[src/rtl/regfile_pkg.sv]
// Shared constants, typedefs and the bypass-winner helper for the register file.
package regfile_pkg;

    localparam int XLEN_DEF  = 32;
    localparam int NREGS_DEF = 32;
    localparam int AW_DEF    = $clog2(NREGS_DEF);

    // Upper bound on write ports that the bypass helper can arbitrate.
    localparam int MAX_WR = 8;

    typedef logic [AW_DEF-1:0]   reg_addr_t;
    typedef logic [XLEN_DEF-1:0] xlen_t;

    // Index of the highest-numbered write port hitting a read address, or -1 if none.
    function automatic int bypass_winner(input logic [MAX_WR-1:0] hits);
        bypass_winner = -1;
        for (int i = 0; i < MAX_WR; i++) begin
            if (hits[i]) bypass_winner = i;
        end
    endfunction

endpackage

[src/rtl/regfile_sb_if.sv]
// Bus between decode/issue/writeback and the scoreboarded register file.
interface regfile_sb_if #(
    parameter int XLEN  = 32,
    parameter int NREGS = 32,
    parameter int NRD   = 2,
    parameter int NWR   = 1
);
    localparam int AW = $clog2(NREGS);

    logic [NWR-1:0]            wr_en;
    logic [NWR-1:0][AW-1:0]    wr_addr;
    logic [NWR-1:0][XLEN-1:0]  wr_data;
    logic [NRD-1:0][AW-1:0]    rd_addr;
    logic [NRD-1:0][XLEN-1:0]  rd_data;
    logic [NRD-1:0]            rd_busy;
    logic                      iss_en;
    logic [AW-1:0]             iss_rd;
    logic                      flush;
    logic [AW:0]               busy_cnt;

    modport master (
        output wr_en, wr_addr, wr_data, rd_addr, iss_en, iss_rd, flush,
        input  rd_data, rd_busy, busy_cnt
    );

    modport slave (
        input  wr_en, wr_addr, wr_data, rd_addr, iss_en, iss_rd, flush,
        output rd_data, rd_busy, busy_cnt
    );
endinterface

[src/rtl/rf_scoreboard.sv]
// Per-register busy scoreboard: issue sets, writeback clears, flush clears all,
// with a registered popcount of outstanding producers.
module rf_scoreboard
    import regfile_pkg::*;
#(
    parameter int NREGS = NREGS_DEF,
    parameter int NWR   = 1,
    localparam int AW   = $clog2(NREGS)
) (
    input  logic                   clk,
    input  logic                   rst_n,
    input  logic [NWR-1:0]         wr_en_i,
    input  logic [NWR-1:0][AW-1:0] wr_addr_i,
    input  logic                   iss_en_i,
    input  logic [AW-1:0]          iss_rd_i,
    input  logic                   flush_i,
    output logic [NREGS-1:0]       busy_o,
    output logic [AW:0]            busy_cnt_o
);

    logic [NREGS-1:0] busy_q, busy_d;
    logic [AW:0]      cnt_q, cnt_d;

    // Next busy vector: flush/writeback clear first, then a new issue sets (the
    // newest producer is still outstanding), x0 never busy.
    always_comb begin
        busy_d = flush_i ? '0 : busy_q;
        for (int p = 0; p < NWR; p++) begin
            if (wr_en_i[p]) busy_d[wr_addr_i[p]] = 1'b0;
        end
        if (iss_en_i && (iss_rd_i != '0)) busy_d[iss_rd_i] = 1'b1;
        busy_d[0] = 1'b0;
        cnt_d = '0;
        for (int r = 0; r < NREGS; r++) begin
            cnt_d = cnt_d + {{AW{1'b0}}, busy_d[r]};
        end
    end

    // Busy bits and their count advance together on the clock edge.
    always_ff @(posedge clk or negedge rst_n) begin
        if (!rst_n) begin
            busy_q <= '0;
            cnt_q  <= '0;
        end else begin
            busy_q <= busy_d;
            cnt_q  <= cnt_d;
        end
    end

    assign busy_o     = busy_q;
    assign busy_cnt_o = cnt_q;

endmodule

[src/rtl/regfile_sb.sv]
// Parametrised integer register file with hardwired x0, optional same-cycle
// write-to-read bypass and a busy scoreboard for hazard detection.
module regfile_sb
    import regfile_pkg::*;
#(
    parameter int XLEN   = XLEN_DEF,
    parameter int NREGS  = NREGS_DEF,
    parameter int NRD    = 2,
    parameter int NWR    = 1,   // must not exceed MAX_WR
    parameter int BYPASS = 1
) (
    input  logic        clk,
    input  logic        rst_n,
    regfile_sb_if.slave bus
);

    localparam int AW = $clog2(NREGS);

    logic [XLEN-1:0]  regs_q [NREGS];
    logic [NREGS-1:0] busy;

    // Storage: ports applied in ascending order so the highest index wins; x0 never written.
    always_ff @(posedge clk or negedge rst_n) begin
        if (!rst_n) begin
            for (int r = 0; r < NREGS; r++) regs_q[r] <= '0;
        end else begin
            for (int p = 0; p < NWR; p++) begin
                if (bus.wr_en[p] && (bus.wr_addr[p] != '0)) begin
                    regs_q[bus.wr_addr[p]] <= bus.wr_data[p];
                end
            end
        end
    end

    rf_scoreboard #(
        .NREGS (NREGS),
        .NWR   (NWR)
    ) u_scoreboard (
        .clk        (clk),
        .rst_n      (rst_n),
        .wr_en_i    (bus.wr_en),
        .wr_addr_i  (bus.wr_addr),
        .iss_en_i   (bus.iss_en),
        .iss_rd_i   (bus.iss_rd),
        .flush_i    (bus.flush),
        .busy_o     (busy),
        .busy_cnt_o (bus.busy_cnt)
    );

    genvar gi;
    generate
        for (gi = 0; gi < NRD; gi++) begin : g_rd
            logic [XLEN-1:0]   rd_val;
            logic              rd_bsy;
            logic [MAX_WR-1:0] hits;
            logic              iss_hit;
            int                win;

            // Read mux: stored value, overridden by the winning same-cycle write
            // when bypassing; x0 forced to zero. Busy is hidden while its
            // writeback is in flight unless a new producer issues to it.
            always_comb begin
                hits = '0;
                for (int p = 0; p < NWR; p++) begin
                    hits[p] = bus.wr_en[p] && (bus.wr_addr[p] == bus.rd_addr[gi]);
                end
                win    = bypass_winner(hits);
                rd_val = regs_q[bus.rd_addr[gi]];
                for (int p = 0; p < NWR; p++) begin
                    if ((BYPASS != 0) && (win == p)) rd_val = bus.wr_data[p];
                end
                if (bus.rd_addr[gi] == '0) rd_val = '0;
                iss_hit = bus.iss_en && (bus.iss_rd == bus.rd_addr[gi]);
                rd_bsy  = busy[bus.rd_addr[gi]];
                if ((BYPASS != 0) && (hits != '0) && !iss_hit) rd_bsy = 1'b0;
            end

            assign bus.rd_data[gi] = rd_val;
            assign bus.rd_busy[gi] = rd_bsy;
        end
    endgenerate

endmodule
[src/flat_wrapper.sv]
// flat-port wrapper written by rule: the top's interface ports become plain ports
module regfile_sb_flat import regfile_pkg::*;
#(
    parameter int XLEN   = XLEN_DEF,
    parameter int NREGS  = NREGS_DEF,
    parameter int NRD    = 2,
    parameter int NWR    = 1,                            
    parameter int BYPASS = 1
)
  (clk, rst_n, bus_wr_en, bus_wr_addr, bus_wr_data, bus_rd_addr, bus_iss_en, bus_iss_rd, bus_flush, bus_rd_data, bus_rd_busy, bus_busy_cnt);
  regfile_sb_if #(.XLEN(XLEN), .NREGS(NREGS), .NRD(NRD), .NWR(NWR)) bus_i ();
  input  logic clk;
  input  logic rst_n;
  input wire logic [$bits(bus_i.wr_en)-1:0] bus_wr_en;
  input wire logic [$bits(bus_i.wr_addr)-1:0] bus_wr_addr;
  input wire logic [$bits(bus_i.wr_data)-1:0] bus_wr_data;
  input wire logic [$bits(bus_i.rd_addr)-1:0] bus_rd_addr;
  input wire logic [$bits(bus_i.iss_en)-1:0] bus_iss_en;
  input wire logic [$bits(bus_i.iss_rd)-1:0] bus_iss_rd;
  input wire logic [$bits(bus_i.flush)-1:0] bus_flush;
  output wire logic [$bits(bus_i.rd_data)-1:0] bus_rd_data;
  output wire logic [$bits(bus_i.rd_busy)-1:0] bus_rd_busy;
  output wire logic [$bits(bus_i.busy_cnt)-1:0] bus_busy_cnt;
  assign bus_i.wr_en = bus_wr_en;
  assign bus_i.wr_addr = bus_wr_addr;
  assign bus_i.wr_data = bus_wr_data;
  assign bus_i.rd_addr = bus_rd_addr;
  assign bus_i.iss_en = bus_iss_en;
  assign bus_i.iss_rd = bus_iss_rd;
  assign bus_i.flush = bus_flush;
  assign bus_rd_data = bus_i.rd_data;
  assign bus_rd_busy = bus_i.rd_busy;
  assign bus_busy_cnt = bus_i.busy_cnt;
  regfile_sb #(.XLEN(XLEN), .NREGS(NREGS), .NRD(NRD), .NWR(NWR), .BYPASS(BYPASS)) u_core (.clk(clk), .rst_n(rst_n), .bus(bus_i));
endmodule
[config.mk]
export PLATFORM = sky130hd
export DESIGN_NAME = regfile_sb_flat
export DESIGN_NICKNAME = d
export VERILOG_FILES = /design/src/rtl/regfile_pkg.sv /design/src/rtl/regfile_sb_if.sv /design/src/rtl/rf_scoreboard.sv /design/src/rtl/regfile_sb.sv /design/src/flat_wrapper.sv
export SDC_FILE = /design/constraint.sdc
export NUM_CORES = 2
export LEC_CHECK = 0
export ABC_AREA = 1
export CORE_UTILIZATION = 30
export DETAILED_ROUTE_END_ITERATION = 16
export PLACE_DENSITY = 0.49
export SLEW_MARGIN = 20
export SYNTH_ARGS = -nofsm -noshare
export SYNTH_HDL_FRONTEND = slang
export SYNTH_HIERARCHICAL = 1
export SYNTH_SLANG_ARGS = --single-unit
[constraint.sdc]
create_clock -name clk -period 6.1 [get_ports clk]
set_input_delay 1.83 -clock clk [delete_from_list [all_inputs] [get_ports clk]]
set_output_delay 1.83 -clock clk [all_outputs]
set_load 0.02 [all_outputs]
==> run summary <==
grt total ovfl: 0
first-pass GRT wire length: 409.6 mm
worst-margin pin slew: 1.234 ns
Async SR Flop Fraction: 1.000
CTS Hold Bufs: 0
pre-CTS setup slack: -1.410 ns
Ys Warns: 6
switching component of the power: 7.188 mW
Setup WS post-layout: -0.1429 ns
fill count: 21640
initial antenna violation count: 13
CP Class: in -> reg
hpwl dp: 170.3 mm
number of global-route vias before repair: 58680
HP Class: reg -> reg
leakage: 34.78 nW
Comb power frac: 0.216
GR Util All Layers: 0.2631
placed cells: 11480
slew margin rel.: 0.1708
Sw Share: 0.3245
Yosys top cell area share: 0.4287
Startpoint Class: input port
Clk network pwr share: 0.369
unrepaired setup endpoints after global routing: true
Iteration-0 DRC Markers: 7533
IO Count: 129
vias per std cell: 5.351
die area: 208300 um2
clk root buf: clkbuf_16
Required @ worst endpoint: 6.77 ns
Period minus WS final: 6.243 ns
final hold violations: 0
Synth Net Count: 9071
Seq/Total Area, Yosys: 0.4287
maximum vdd drop: 0.1924 mV
WL final: 279.4 mm
fmax: 160.2 MHz
status: finished with violations
core area: 204800 um2
Die Y: 456.4 um
H-tree depth: 4
part of the power in registers: 0.414
setup tns final: -0.4731 ns
EDFF count, synth: 0
largest net degree at the start of global routing: 118
Max Clock Skew: 0.005791 ns
max cap viols: 0
count of cell types in the netlist: 37
DR DRC count: 0
nets@finish: 9038
drt pass-1 iters: 6
# setup viols final: 4
Pwr Density: 302.2 nW/um2
most frequent cells in the layout: nand2_1 (2732), o21ai_0 (1340), nand3_1 (1113)
Syn Area/Cell: 6.898 um2
Cell Area, Placed: 68580 um2
Initial Utilization: 0.3024
CP max FO: 4
top cells by area, synth: dfrtp_1 (43%), nand2_1 (17%), o21ai_0 (11%)
crit path capture type: register
fin cells: 11730
Via Count: 62790
Design Area, Final: 73300 um2
fin crit share: 1.023
CTS sink count: 1061
fin. max-slew vios: 0
most common cell after layout, fill and taps aside: nand2_1
register bit total from synthesis: 1061
clock tree buffer depth: 3
Power Internal: 14.96 mW
Mapped Cells: 8978
Cell Area, Synth: 61930 um2
number of core rows: 166
clock latency on the worst-skew pair: 0.78 ns
CTS Buf Count: 131
die width: 456.4 um
Top FF cell, synth: dfrtp_1
worst path arrival time: 6.91 ns
leading area contributor after synthesis: dfrtp_1
ANT nets after route: 0
IO Port Bufs: 128
Clock transition at path regs: 0.06 ns
Routed WL per cell: 23.82 um
share of post-route cells with drive strength above 1: 0.09898
gpl congestion: 0.8982
Area Overhead vs Synth: 18.35%
CTS tree: built
failing checks: negative setup slack
## cells by family (layout without fill, tap and decap cells)
kind of cell / after synthesis / count (layout) / share of synthesized area
AOI/OAI and AO/OA: 1965 / 1965 / 0.1677
xor gates and xnor gates: 5 / 5 / 0.0007072
other: 1 / 5 / 0.00006055
buffers and inverters: 1510 / 1574 / 0.09751
and+or+nand+nor: 4400 / 4400 / 0.2952
DFF: 1061 / 1061 / 0.4287
adders and majority gates: 36 / 36 / 0.01018
## power by group through the flow
stage	Combinational, mW	Clock [mW]	Sequential (mW)
CTS	4.77	8.33	9.15
finish	4.79	8.18	9.18
global placement	4.66	0	9.22
detailed placement	4.74	0	9.25
floorplan	3.07	0	9.05
global route	5.41	8.59	9.34
## synthesized netlist by cell type (all sizes together) (5+ instances only)
cell type / count
dfrtp: 1061
nand3: 1133
o211ai: 210
o21ai: 1414
a21oi: 326
nor3: 11
buf: 320
nor2: 426
o22ai: 11
nand4: 5
ha: 12
or2: 63
nand2: 2760
inv: 752
clkbuf: 436
fa: 24
## stage by stage
step                power, mW  hold WS, ns  utilization
floorplan               12.12       0.4290            -
global placement        13.89       0.3646       0.3349
detailed placement      13.99       0.3656       0.3349
CTS                     22.25       0.3783       0.3572
global route            23.34       0.3835       0.3579
finish                  22.15       0.3765       0.3579
## timing repair
item / 4_1_cts / 5_1_grt
setup endpoints to repair: 43 / 10
buffers inserted: 12 / 9
pin swaps: 16 / 28
gates resized for setup: 67 / 43
## path summary, 6_finish.rpt
kind                                                         start  depth (start not counted)                                           to  slack, ns
setup reg to reg           u_core/u_scoreboard/busy_o[2]$_DFF_PN0_                         15  u_core/u_scoreboard/busy_cnt_o[2]$_DFF_PN0_       0.80
hold / removal                      u_core/regs_q[996]$_DFFE_PN0P_                          0               u_core/regs_q[996]$_DFFE_PN0P_       0.38
hold reg to reg                     u_core/regs_q[996]$_DFFE_PN0P_                          0               u_core/regs_q[996]$_DFFE_PN0P_       0.38
max in group asynchronous                                    rst_n                          2               u_core/regs_q[842]$_DFFE_PN0P_       3.70
setup / recovery                                         bus_flush                         17  u_core/u_scoreboard/busy_cnt_o[2]$_DFF_PN0_      -0.14
min in group asynchronous                                    rst_n                          1               u_core/regs_q[128]$_DFFE_PN0P_       1.13
## critical path: stages
cell	delay, ns
dlygate4sd2_1	0.26
inv_2	0.12
nand2_1	0.12
o21ai_4	0.18
fa_1	0.43
inv_1	0.08
fa_1	0.43
fa_1	0.53
fa_1	0.45
fa_1	0.52
fa_1	0.43
fa_1	0.50
inv_2	0.04
fa_2	0.34
fa_2	0.38
buf_6	0.13
xor2_2	0.13
## flip-flops by register name, indices dropped and copies added, names as in the netlist
register                        count
u_core/regs_q                    1024
u_core/u_scoreboard/busy_cnt_o      6
u_core/u_scoreboard/busy_o         31
## area by class of cell
class,count,area [um2],share of cell area
sequential,1061,26550,0.3622
tap,2688,3363,0.04588
inverter,754,2883,0.03933
antenna,4,10.01,0.0001366
multi-input combinational,6407,29780,0.4063
clock inverter,43,616.8,0.008415
clock buffer,187,3784,0.05162
timing repair buffer,590,6310,0.08608
## layer usage
layer / up-vias / part of all wire / GRT usage / wire, um
li1: 29030 / - / - / -
met1: 30460 / 0.44 / 0.3595 / 121700
met2: 2729 / 0.45 / 0.4122 / 124900
met3: 567 / 0.073 / 0.03950 / 20350
met4: 10 / 0.044 / 0.1121 / 12390
met5: - / 0.00037 / 0 / 103
Note: power is estimated with default switching activity, not from simulation.
